==> src/rtl/replace_num_parser.sv <==
`default_nettype none
// ============================================================================
// Module   : replace_num_parser
// Brief    : Parses ID/payload/checksum replace-number messages from a UART
//            byte stream and issues one-cycle memory writes.
// Revision : 1.0
// ============================================================================
module replace_num_parser #(
    parameter int          ADDR_WIDTH     = 8,
    parameter int          DATA_WIDTH     = 8,
    parameter logic [7:0]  MSG_ID         = 8'h02,
    parameter int          TIMEOUT_CYCLES = 1000000
) (
    input  logic                             clk,
    input  logic                             reset,
    input  logic [7:0]                       rx_data,
    input  logic                             rx_valid,
    output logic [ADDR_WIDTH+DATA_WIDTH-1:0] wr_packet,
    output logic                             wr_en,
    output logic                             err,
    output logic                             busy
);

    localparam int PKT_W         = ADDR_WIDTH + DATA_WIDTH;
    localparam int PAYLOAD_BYTES = (PKT_W + 7) / 8;
    localparam int SHIFT_W       = PAYLOAD_BYTES * 8;
    localparam int BCW           = $clog2(PAYLOAD_BYTES + 1);
    localparam int TW            = $clog2(TIMEOUT_CYCLES + 1);

    typedef enum logic [1:0] {
        S_IDLE    = 2'd0,
        S_PAYLOAD = 2'd1,
        S_CHECK   = 2'd2
    } state_t;

    state_t             state_q, state_d;
    logic [BCW-1:0]     cnt_q, cnt_d;
    logic [SHIFT_W-1:0] shift_q, shift_d;
    logic [7:0]         csum_q, csum_d;
    logic [TW-1:0]      tmo_q, tmo_d;
    logic [PKT_W-1:0]   pkt_q, pkt_d;
    logic               wr_en_q, wr_en_d;
    logic               err_q, err_d;

    always_ff @(posedge clk or posedge reset) begin
        if (reset) begin
            state_q <= S_IDLE;
            cnt_q   <= '0;
            shift_q <= '0;
            csum_q  <= '0;
            tmo_q   <= '0;
            pkt_q   <= '0;
            wr_en_q <= 1'b0;
            err_q   <= 1'b0;
        end else begin
            state_q <= state_d;
            cnt_q   <= cnt_d;
            shift_q <= shift_d;
            csum_q  <= csum_d;
            tmo_q   <= tmo_d;
            pkt_q   <= pkt_d;
            wr_en_q <= wr_en_d;
            err_q   <= err_d;
        end
    end

    always_comb begin
        state_d = state_q;
        cnt_d   = cnt_q;
        shift_d = shift_q;
        csum_d  = csum_q;
        tmo_d   = tmo_q;
        pkt_d   = pkt_q;
        wr_en_d = 1'b0;
        err_d   = 1'b0;

        case (state_q)
            S_IDLE: begin
                tmo_d = '0;
                if (rx_valid && (rx_data == MSG_ID)) begin
                    csum_d  = MSG_ID;
                    cnt_d   = '0;
                    state_d = S_PAYLOAD;
                end
            end

            S_PAYLOAD: begin
                if (rx_valid) begin
                    // Big-endian: earliest byte ends up most significant.
                    shift_d = (shift_q << 8) | SHIFT_W'(rx_data);
                    csum_d  = csum_q ^ rx_data;
                    cnt_d   = cnt_q + BCW'(1);
                    tmo_d   = '0;
                    if (cnt_q == BCW'(PAYLOAD_BYTES - 1)) begin
                        state_d = S_CHECK;
                    end
                end else if (tmo_q == TW'(TIMEOUT_CYCLES - 1)) begin
                    err_d   = 1'b1;
                    tmo_d   = '0;
                    state_d = S_IDLE;
                end else begin
                    tmo_d = tmo_q + TW'(1);
                end
            end

            S_CHECK: begin
                if (rx_valid) begin
                    if (rx_data == csum_q) begin
                        wr_en_d = 1'b1;
                        pkt_d   = shift_q[PKT_W-1:0];
                    end else begin
                        err_d = 1'b1;
                    end
                    tmo_d   = '0;
                    state_d = S_IDLE;
                end else if (tmo_q == TW'(TIMEOUT_CYCLES - 1)) begin
                    err_d   = 1'b1;
                    tmo_d   = '0;
                    state_d = S_IDLE;
                end else begin
                    tmo_d = tmo_q + TW'(1);
                end
            end

            default: begin
                state_d = S_IDLE;
                tmo_d   = '0;
            end
        endcase
    end

    assign wr_packet = pkt_q;
    assign wr_en     = wr_en_q;
    assign err       = err_q;
    assign busy      = (state_q != S_IDLE);

endmodule
`default_nettype wire
==> config.mk <==
export PLATFORM = sky130hd
export DESIGN_NAME = replace_num_parser
export DESIGN_NICKNAME = d
export VERILOG_FILES = /design/src/rtl/replace_num_parser.sv
export SDC_FILE = /design/constraint.sdc
export NUM_CORES = 1
export LEC_CHECK = 0
export CORE_UTILIZATION = 52
export CTS_CLUSTER_DIAMETER = 60
export DETAILED_ROUTE_END_ITERATION = 12
export PLACE_DENSITY = 0.74
export SETUP_SLACK_MARGIN = 0.05
export SLEW_MARGIN = 20
export SYNTH_ARGS = -nofsm -noshare
export SYNTH_HDL_FRONTEND = slang
export SYNTH_SLANG_ARGS = --single-unit
==> constraint.sdc <==
create_clock -name clk -period 4.05 [get_ports clk]
set_input_delay 0.6075 -clock clk [delete_from_list [all_inputs] [get_ports clk]]
set_output_delay 0.6075 -clock clk [all_outputs]
set_load 0.1 [all_outputs]
==> results_tabular.tex, run 1 <==
\begin{tabular}{lr}
\hline
Metric & Value \\
\hline
\multicolumn{2}{l}{\textbf{Cells and area}} \\
\quad Sequential standard cell area & 1650 sq um \\
\quad Multi-input logic area & 1370 sq um \\
\quad Most frequent cells in the layout & 66 x sky130\_fd\_sc\_hd\_\_dfrtp\_1, 58 x sky130\_fd\_sc\_hd\_\_nand2\_1, 29 x sky130\_fd\_sc\_hd\_\_clkdlybuf4s50\_1, 17 x sky130\_fd\_sc\_hd\_\_nor2\_1, 13 x sky130\_fd\_sc\_hd\_\_o21ai\_0 \\
\quad Number of filler instances in the final layout & 443 \\
\quad Leading cell type in the layout, fill and taps excluded & sky130\_fd\_sc\_hd\_\_dfrtp\_1 \\
\quad Final core utilization & 65.3\% \\
\quad Antenna cells & 0 \\
\quad Area growth from synthesis to layout & 18.3\% \\
\quad Final net count & 345 \\
\quad Share of cells above drive strength 1 & 9.01\% \\
\multicolumn{2}{l}{\textbf{Synthesis}} \\
\quad Sequential area share after synthesis & 53.1\% \\
\quad Predominant post-synthesis flop cell & sky130\_fd\_sc\_hd\_\_dfrtp\_1 \\
\quad FF+latch count, synth & 66 \\
\quad Yosys top cell area share & 53.1\% \\
\quad Cell count after synthesis & 297 \\
\quad Cell types occupying the most area after synthesis & sky130\_fd\_sc\_hd\_\_dfrtp\_1 53\%, sky130\_fd\_sc\_hd\_\_nand2\_1 7.0\%, sky130\_fd\_sc\_hd\_\_mux2\_1 3.3\%, sky130\_fd\_sc\_hd\_\_mux2\_2 2.5\%, sky130\_fd\_sc\_hd\_\_xnor2\_1 2.5\% \\
\quad Synthesized area per cell & 10.5 sq um \\
\quad Summed instance area of the synthesized netlist & 3110 sq um \\
\quad Area leader, netlist & sky130\_fd\_sc\_hd\_\_dfrtp\_1 \\
\quad Count of flip-flops with a built-in enable after synthesis & 0 \\
\quad Net count of the mapped netlist & 314 \\
\quad Share of flip-flops with an asynchronous set or reset & 100\% \\
\quad Total number of yosys warnings & 0 \\
\quad Post-synthesis cell type count & 44 \\
\multicolumn{2}{l}{\textbf{Critical path}} \\
\quad CP Launch Point & state\_q[0]\$\_DFFE\_PP0P\_ \\
\quad Data required time at the worst endpoint & 3.44 ns \\
\quad Crit path cell chain & inv\_1, ha\_1, inv\_1, clkdlybuf4s50\_1 \\
\quad Critical-path top delay cell & sky130\_fd\_sc\_hd\_\_clkdlybuf4s50\_1 \\
\quad Maximum fanout along the worst path & 6 \\
\quad Stage delay of the slowest cell on the critical path & 1.18 ns \\
\quad Class of the most critical setup path & register to primary output \\
\quad Cell type with the highest occurrence count on the critical path & sky130\_fd\_sc\_hd\_\_inv\_1 \\
\quad Crit path capture type & primary output \\
\quad Critical path launch point type & register \\
\quad Worst r2r src & state\_q[0]\$\_DFFE\_PP0P\_ \\
\quad Internal reg-to-reg setup slack & 1.90 ns \\
\quad Critical path arrival & 2.54 ns \\
\multicolumn{2}{l}{\textbf{Clock tree}} \\
\quad TritonCTS sink count & 66 \\
\quad Clock Tree Root & sky130\_fd\_sc\_hd\_\_clkbuf\_8 \\
\quad Total CTS buffers & 9 \\
\quad Clk Latency, worst-skew pair & 0.34 ns \\
\quad Total of cells resized after clock tree synthesis & 0 \\
\quad Clock slew at the register clock pins of the worst setup and hold paths & 0.07 ns \\
\quad Htree depth & 3 \\
\quad CTS hold repair buffers & 0 \\
\quad Clock tree from TritonCTS & built \\
\quad Maximum buffer depth of the clock tree & 2 \\
\quad Buffers inserted by post-CTS timing repair & 0 \\
\multicolumn{2}{l}{\textbf{Global route}} \\
\quad Overall overflow remaining after global route & 0 \\
\quad Pin count of the biggest net entering global routing & 44 \\
\quad Number of antenna violations at the first check in global routing & 0 \\
\quad Number of global-route vias before repair & 2266 \\
\quad Wire length of the first global-routing pass & 10.7 mm \\
\quad Overall track demand over capacity in global routing & 22.7\% \\
\multicolumn{2}{l}{\textbf{Flow run}} \\
\quad \# Max-Cap Violations & 0 \\
\multicolumn{2}{l}{\textbf{STA}} \\
\quad Post-Route Setup TNS & 0 ns \\
\quad Highest attainable clock frequency & 317 MHz \\
\quad Setup repair after global routing missed its margin & false \\
\quad Hold slack final & 0.455 ns \\
\quad Final setup violation count & 0 \\
\quad Rel. slew slack & 34.8\% \\
\quad Worst Tran Pin Value & 0.975 ns \\
\quad Final hold viol count & 0 \\
\quad Share of the clock period used by the worst path after layout & 77.8\% \\
\quad Minimum clock period after layout & 3.15 ns \\
\quad Final max-slew violation count & 0 \\
\quad Worst Skew & 0.00927 ns \\
\multicolumn{2}{l}{\textbf{Power}} \\
\quad Relative contribution of combinational cells to total power & 28.6\% \\
\quad Register share of total power & 41.2\% \\
\quad Net switching share of the total power & 34.6\% \\
\quad Leakage Power & 1.70 nW \\
\quad Clk pwr share & 30.1\% \\
\quad Worst voltage drop across the vdd grid & 0.000510 V \\
\quad Total power density per cell area & 593 nW/um\^{}2 \\
\quad P\_int & 1.43 mW \\
\quad Net switching component of the power & 0.756 mW \\
\multicolumn{2}{l}{\textbf{Min path}} \\
\quad Worst hold start & tmo\_q[0]\$\_DFF\_PP0\_ \\
\quad Min-Delay Path Class & register to register \\
\multicolumn{2}{l}{\textbf{Floorplanning}} \\
\quad Area of the die & 6300 sq um \\
\quad Number of placed I/O pins & 30 \\
\quad Width of the die & 79.4 microns \\
\quad Cell row count & 27 \\
\quad Die H & 79.4 microns \\
\quad Initial cell density of the core & 55.2\% \\
\quad Area of the core region & 5640 sq um \\
\multicolumn{2}{l}{\textbf{Placed design}} \\
\quad Half-perimeter wire length after detailed placement & 4.08 mm \\
\quad Gpl congestion & 0.864 \\
\quad Buffers on Ports & 29 \\
\multicolumn{2}{l}{\textbf{Drt}} \\
\quad Number of vias after detailed routing & 2287 \\
\quad First DRT Iteration DRCs & 197 \\
\quad Number of nets with antenna violations after detailed routing & 0 \\
\quad WL/cell & 15.1 microns \\
\quad DRC Markers & 0 \\
\quad DR vias/cell & 5.65 \\
\quad Total Routed Length & 6.10 mm \\
\quad Drt first pass iters & 4 \\
\multicolumn{2}{l}{\textbf{Run status}} \\
\quad Run status & finished clean \\
\hline
\end{tabular}
[power groups by stage]
stage / Sequential, mW / Clock (mW) / Combinational [mW]
floorplan: 0.939 / 0 / 0.448
global placement: 0.907 / 0 / 0.611
detailed placement: 0.912 / 0 / 0.620
CTS: 0.899 / 0.670 / 0.628
global route: 0.923 / 0.695 / 0.691
finish: 0.900 / 0.658 / 0.625
[worst max-delay path: cells and delay by family, from the launching register on]
kind	cells	cell delay, ns
adder cells (fa/ha/maj)	1	0.30
buffers and inverters	3	1.50
flip-flops	1	0.40
[metrics by stage]
stage	cell area (sq um)	std cells	power (mW)	setup WS, ns
final	3680	405	2.18	0.900
after CTS	3680	405	2.20	0.895
after detailed placement	3440	389	1.53	1.21
after floorplan	3110	297	1.39	1.79
after global routing	3680	405	2.31	0.838
after global placement	3440	389	1.52	1.23
[logic make-up after synthesis]
group | share of synthesized area, %
buf+inv | 2.85
mux | 5.79
xor+xnor | 5.06
flops | 53.1
fa+ha+maj | 2.41
simple gates | 21.8
compound gates | 9.00
[path summary, 6_finish.rpt]
path                                             end  cells after the start
max                                             busy                      4
max reg2reg                wr_packet[14]$_DFFE_PP0P_                      5
min reg2reg                       tmo_q[0]$_DFF_PP0_                      1
min                               tmo_q[0]$_DFF_PP0_                      1
min in group asynchronous      csum_q[6]$_DFFE_PP0P_                      2
max in group asynchronous  wr_packet[12]$_DFFE_PP0P_                      3
[layer usage]
| metal | wire [microns] | global-route usage (%) | up-vias |
|---|---|---|---|
| li1 | - | - | 1097 |
| met1 | 2900 | 30.7 | 1144 |
| met2 | 2900 | 35.2 | 35 |
| met3 | 183 | 5.14 | 11 |
| met4 | 109 | 9.64 | 0 |
| met5 | 0 | 0 | - |
[synthesized netlist by cell type (2+ instances only)]
library cell,instances
sky130_fd_sc_hd__a21oi_1,9
sky130_fd_sc_hd__dfrtp_1,66
sky130_fd_sc_hd__nand3_1,5
sky130_fd_sc_hd__xor2_1,9
sky130_fd_sc_hd__and4_1,2
sky130_fd_sc_hd__inv_1,6
sky130_fd_sc_hd__ha_1,6
sky130_fd_sc_hd__mux2_2,7
sky130_fd_sc_hd__or3_1,9
sky130_fd_sc_hd__nor3_1,5
sky130_fd_sc_hd__o21ai_0,13
sky130_fd_sc_hd__nor2_1,17
sky130_fd_sc_hd__nor4b_1,6
sky130_fd_sc_hd__a21o_1,3
sky130_fd_sc_hd__nand4_1,10
sky130_fd_sc_hd__xnor2_1,9
sky130_fd_sc_hd__and3_1,5
sky130_fd_sc_hd__or2_1,2
sky130_fd_sc_hd__buf_6,2
sky130_fd_sc_hd__mux2_1,9
sky130_fd_sc_hd__nor3b_1,4
sky130_fd_sc_hd__a221o_1,2
sky130_fd_sc_hd__o21bai_1,3
sky130_fd_sc_hd__nand2_1,58
sky130_fd_sc_hd__clkbuf_1,5
sky130_fd_sc_hd__and2_1,3
sky130_fd_sc_hd__a211o_1,4
sky130_fd_sc_hd__buf_4,2
[area by class of cell]
cell class	count	area share (%)
multi-input cells	214	37.3
clock buffers	9	3.36
clock inverters	7	3.19
repair buffers	31	8.29
well taps	72	2.45
flip-flops and latches	66	44.8
inverters	6	0.611
[flip-flops by register name, indices dropped and copies added, names as in the netlist]
register and cells:
tmo_q 20, shift_q 16, wr_packet 16, csum_q 8, cnt_q 2, state_q 2, err 1, wr_en 1
Note: power is estimated with default switching activity, not from simulation.
==> run 2, diff against run 1 <==
--- a/config.mk
+++ b/config.mk
@@ -5,10 +5,10 @@
 export SDC_FILE = /design/constraint.sdc
 export NUM_CORES = 1
 export LEC_CHECK = 0
-export CORE_UTILIZATION = 52
+export CORE_UTILIZATION = 51
 export CTS_CLUSTER_DIAMETER = 60
 export DETAILED_ROUTE_END_ITERATION = 12
-export PLACE_DENSITY = 0.74
+export PLACE_DENSITY = 0.75
 export SETUP_SLACK_MARGIN = 0.05
 export SLEW_MARGIN = 20
 export SYNTH_ARGS = -nofsm -noshare
==> constraint.sdc (replaced) <==
create_clock -name clk -period 2.88 [get_ports clk]
set_input_delay 0.432 -clock clk [delete_from_list [all_inputs] [get_ports clk]]
set_output_delay 0.432 -clock clk [all_outputs]
set_load 0.1 [all_outputs]
==> results_tabular.tex, run 2 (same netlist as run 1, synthesis figures left out) <==
\begin{tabular}{lr}
\hline
Metric & Value \\
\hline
\multicolumn{2}{l}{\textbf{Clock tree}} \\
\quad Clock slew at the register clock pins of the worst setup and hold paths & 0.08 ns (about the same) \\
\quad TritonCTS sink count & 66 (unchanged) \\
\quad CTS hold repair buffers & 0 (unchanged) \\
\quad Maximum buffer depth of the clock tree & 2 (unchanged) \\
\quad Clock tree from TritonCTS & built \\
\quad Total of cells resized after clock tree synthesis & 0 (unchanged) \\
\quad Htree depth & 3 (unchanged) \\
\quad Clk Latency, worst-skew pair & 0.35 ns (about the same) \\
\quad Clock Tree Root & sky130\_fd\_sc\_hd\_\_clkbuf\_8 \\
\quad Total CTS buffers & 9 (unchanged) \\
\quad Buffers inserted by post-CTS timing repair & 0 (unchanged) \\
\multicolumn{2}{l}{\textbf{STA}} \\
\quad Worst Skew & 0.00872 ns (-0.000551 ns) \\
\quad Post-Route Setup TNS & 0 ns (unchanged) \\
\quad Share of the clock period used by the worst path after layout & 74.1\% \\
\quad Least setup slack across all paths after layout & 0.746 ns (-0.154 ns) \\
\quad Setup repair after global routing missed its margin & false \\
\quad Highest attainable clock frequency & 469 MHz \\
\quad Worst Tran Pin Value & 0.772 ns (-0.203 ns) \\
\quad Final max-slew violation count & 0 (unchanged) \\
\quad Minimum clock period after layout & 2.13 ns \\
\quad Rel. slew slack & 48.5\% (+14 points) \\
\quad Final setup violation count & 0 (unchanged) \\
\quad Final hold viol count & 0 (unchanged) \\
\multicolumn{2}{l}{\textbf{Floorplanning}} \\
\quad Number of placed I/O pins & 30 (unchanged) \\
\quad Cell row count & 28 (+3.7\%) \\
\quad Die H & 80.1 microns (+0.95\%) \\
\quad Area of the die & 6420 sq um (+1.9\%) \\
\quad Area of the core region & 5920 sq um (+4.9\%) \\
\quad Width of the die & 80.1 microns (+0.95\%) \\
\quad Initial cell density of the core & 52.6\% (-2.6 points) \\
\multicolumn{2}{l}{\textbf{Critical path}} \\
\quad CP Launch Point & tmo\_q[0]\$\_DFF\_PP0\_ \\
\quad Critical path launch point type & register \\
\quad Maximum fanout along the worst path & 19 (+13) \\
\quad Worst r2r src & tmo\_q[0]\$\_DFF\_PP0\_ \\
\quad Critical path arrival & 2.33 ns (-0.21 ns) \\
\quad Data required time at the worst endpoint & 3.08 ns (-0.36 ns) \\
\quad Crit path capture type & register \\
\quad Class of the most critical setup path & register to register \\
\multicolumn{2}{l}{\textbf{Drt}} \\
\quad Drt first pass iters & 5 (+1) \\
\quad Number of nets with antenna violations after detailed routing & 0 (unchanged) \\
\quad DR vias/cell & 5.57 (-1.4\%) \\
\quad Total Routed Length & 6.44 mm (+5.5\%) \\
\quad DRC Markers & 0 (unchanged) \\
\quad Number of vias after detailed routing & 2289 (+0.087\%) \\
\quad First DRT Iteration DRCs & 128 (-35\%) \\
\quad WL/cell & 15.7 microns (+4.0\%) \\
\multicolumn{2}{l}{\textbf{Cells and area}} \\
\quad Biggest register & tmo\_q \\
\quad Most frequent cells in the layout & 66 x sky130\_fd\_sc\_hd\_\_dfrtp\_1, 58 x sky130\_fd\_sc\_hd\_\_nand2\_1, 24 x sky130\_fd\_sc\_hd\_\_buf\_4, 17 x sky130\_fd\_sc\_hd\_\_nor2\_1, 13 x sky130\_fd\_sc\_hd\_\_o21ai\_0 \\
\quad Area growth from synthesis to layout & 17.1\% \\
\quad Multi-input logic area & 1370 sq um (unchanged) \\
\quad Number of filler instances in the final layout & 470 (+6.1\%) \\
\quad Share of cells above drive strength 1 & 15.5\% (+6.5 points) \\
\quad Sequential standard cell area & 1650 sq um (unchanged) \\
\quad Antenna cells & 0 (unchanged) \\
\quad Leading cell type in the layout, fill and taps excluded & sky130\_fd\_sc\_hd\_\_dfrtp\_1 \\
\quad Final net count & 348 (+0.87\%) \\
\quad Flip-flop count of the largest register after layout & 20 (unchanged) \\
\multicolumn{2}{l}{\textbf{Placed design}} \\
\quad Half-perimeter wire length after detailed placement & 4.35 mm (+6.5\%) \\
\quad Buffers on Ports & 29 (unchanged) \\
\quad Gpl congestion & 0.866 (+0.16\%) \\
\quad Worst setup slack before clock tree synthesis & 0.507 ns (-0.704 ns) \\
\multicolumn{2}{l}{\textbf{Power}} \\
\quad Net switching component of the power & 1.10 mW (+46\%) \\
\quad Worst voltage drop across the vdd grid & 0.000566 V (+11\%) \\
\quad Net switching share of the total power & 36.4\% (+1.8 points) \\
\quad Relative contribution of combinational cells to total power & 28.7\% (about the same) \\
\quad Clk pwr share & 29.2\% (-0.9 points) \\
\quad P\_int & 1.93 mW (+35\%) \\
\quad Total power density per cell area & 831 nW/um\^{}2 (+40\%) \\
\quad Register share of total power & 42.1\% (+0.9 points) \\
\quad Leakage Power & 1.75 nW (+2.8\%) \\
\multicolumn{2}{l}{\textbf{Min path}} \\
\quad Min-Delay Path Class & input port to asynchronous set/reset pin \\
\multicolumn{2}{l}{\textbf{Global route}} \\
\quad Overall track demand over capacity in global routing & 22.5\% (-0.20 points) \\
\quad Number of antenna violations at the first check in global routing & 0 (unchanged) \\
\quad Overall overflow remaining after global route & 0 (unchanged) \\
\quad Wire length of the first global-routing pass & 10.7 mm (+0.19\%) \\
\quad Number of global-route vias before repair & 2185 (-3.6\%) \\
\quad Pin count of the biggest net entering global routing & 27 (-39\%) \\
\multicolumn{2}{l}{\textbf{Flow run}} \\
\quad \# Max-Cap Violations & 0 (unchanged) \\
\multicolumn{2}{l}{\textbf{Run status}} \\
\quad Run status & finished clean \\
\hline
\end{tabular}
-- run 2: cell types whose count changed in the layout (fill, tap and decap cells not counted) --
| cell | change |
|---|---|
| sky130_fd_sc_hd__inv_6 | +2 |
| sky130_fd_sc_hd__clkinv_2 | -1 |
| sky130_fd_sc_hd__clkdlybuf4s50_1 | -19 |
| sky130_fd_sc_hd__clkinv_4 | +1 |
| sky130_fd_sc_hd__bufinv_16 | -1 |
| sky130_fd_sc_hd__buf_4 | +22 |
| sky130_fd_sc_hd__clkinvlp_4 | -1 |
-- run 2: path summary, 6_finish.rpt --
path	endpoint	slack, ns	cells past startpoint
max	tmo_q[3]$_DFF_PP0_	0.75	5
min	shift_q[2]$_DFFE_PP0P_	0.38	2
max reg2reg	tmo_q[3]$_DFF_PP0_	0.75	5
min reg2reg	shift_q[13]$_DFFE_PP0P_	0.47	2
max in group asynchronous	wr_packet[0]$_DFFE_PP0P_	1.83	3
min in group clk	shift_q[13]$_DFFE_PP0P_	0.47	2
-- run 2: per-stage QoR --
| stage | utilization, % | instance area, sq um | total power [mW] | hold WS [ns] | cells |
|---|---|---|---|---|---|
| after floorplan | - | 3110 | 1.95 | 0.423 | 297 |
| after global placement | 57.8 | 3420 | 2.13 | 0.434 | 395 |
| after detailed placement | 57.8 | 3420 | 2.16 | 0.460 | 395 |
| after CTS | 61.6 | 3650 | 3.05 | 0.391 | 411 |
| after global routing | 61.6 | 3650 | 3.21 | 0.426 | 411 |
| final | 61.6 | 3650 | 3.03 | 0.384 | 411 |
-- run 2: final cells by class --
class | instances | share of cell area (%)
timing repair buffer | 34 | 7.69
sequential | 66 | 45.3
multi-input combinational | 214 | 37.6
inverter | 6 | 0.618
clock buffer | 9 | 3.40
tap | 75 | 2.57
clock inverter | 7 | 2.78
-- run 2: critical path, stage by stage (launching register included) --
cell and delay, ns:
sky130_fd_sc_hd__dfrtp_1 0.38, sky130_fd_sc_hd__ha_1 0.21, sky130_fd_sc_hd__and2_1 0.30, sky130_fd_sc_hd__nand4_1 0.27, sky130_fd_sc_hd__o21ai_2 0.69, sky130_fd_sc_hd__nor2_1 0.14
-- run 2: layer usage --
metal	vias to the layer above	part of all wire (%)	wire, microns	track usage [%]
li1	1103	-	-	-
met1	1124	48	3080	31.6
met2	46	47	3000	32.7
met3	16	3.4	217	4.66
met4	0	2.3	146	11.6
met5	-	0	0	0
-- run 2: power by group through the flow --
| stage | sequential (mW) | combinational, mW | clock (mW) |
|---|---|---|---|
| after floorplan | 1.32 | 0.630 | 0 |
| after global placement | 1.28 | 0.856 | 0 |
| after detailed placement | 1.29 | 0.872 | 0 |
| after CTS | 1.27 | 0.876 | 0.899 |
| after global routing | 1.30 | 0.970 | 0.942 |
| final | 1.28 | 0.869 | 0.885 |
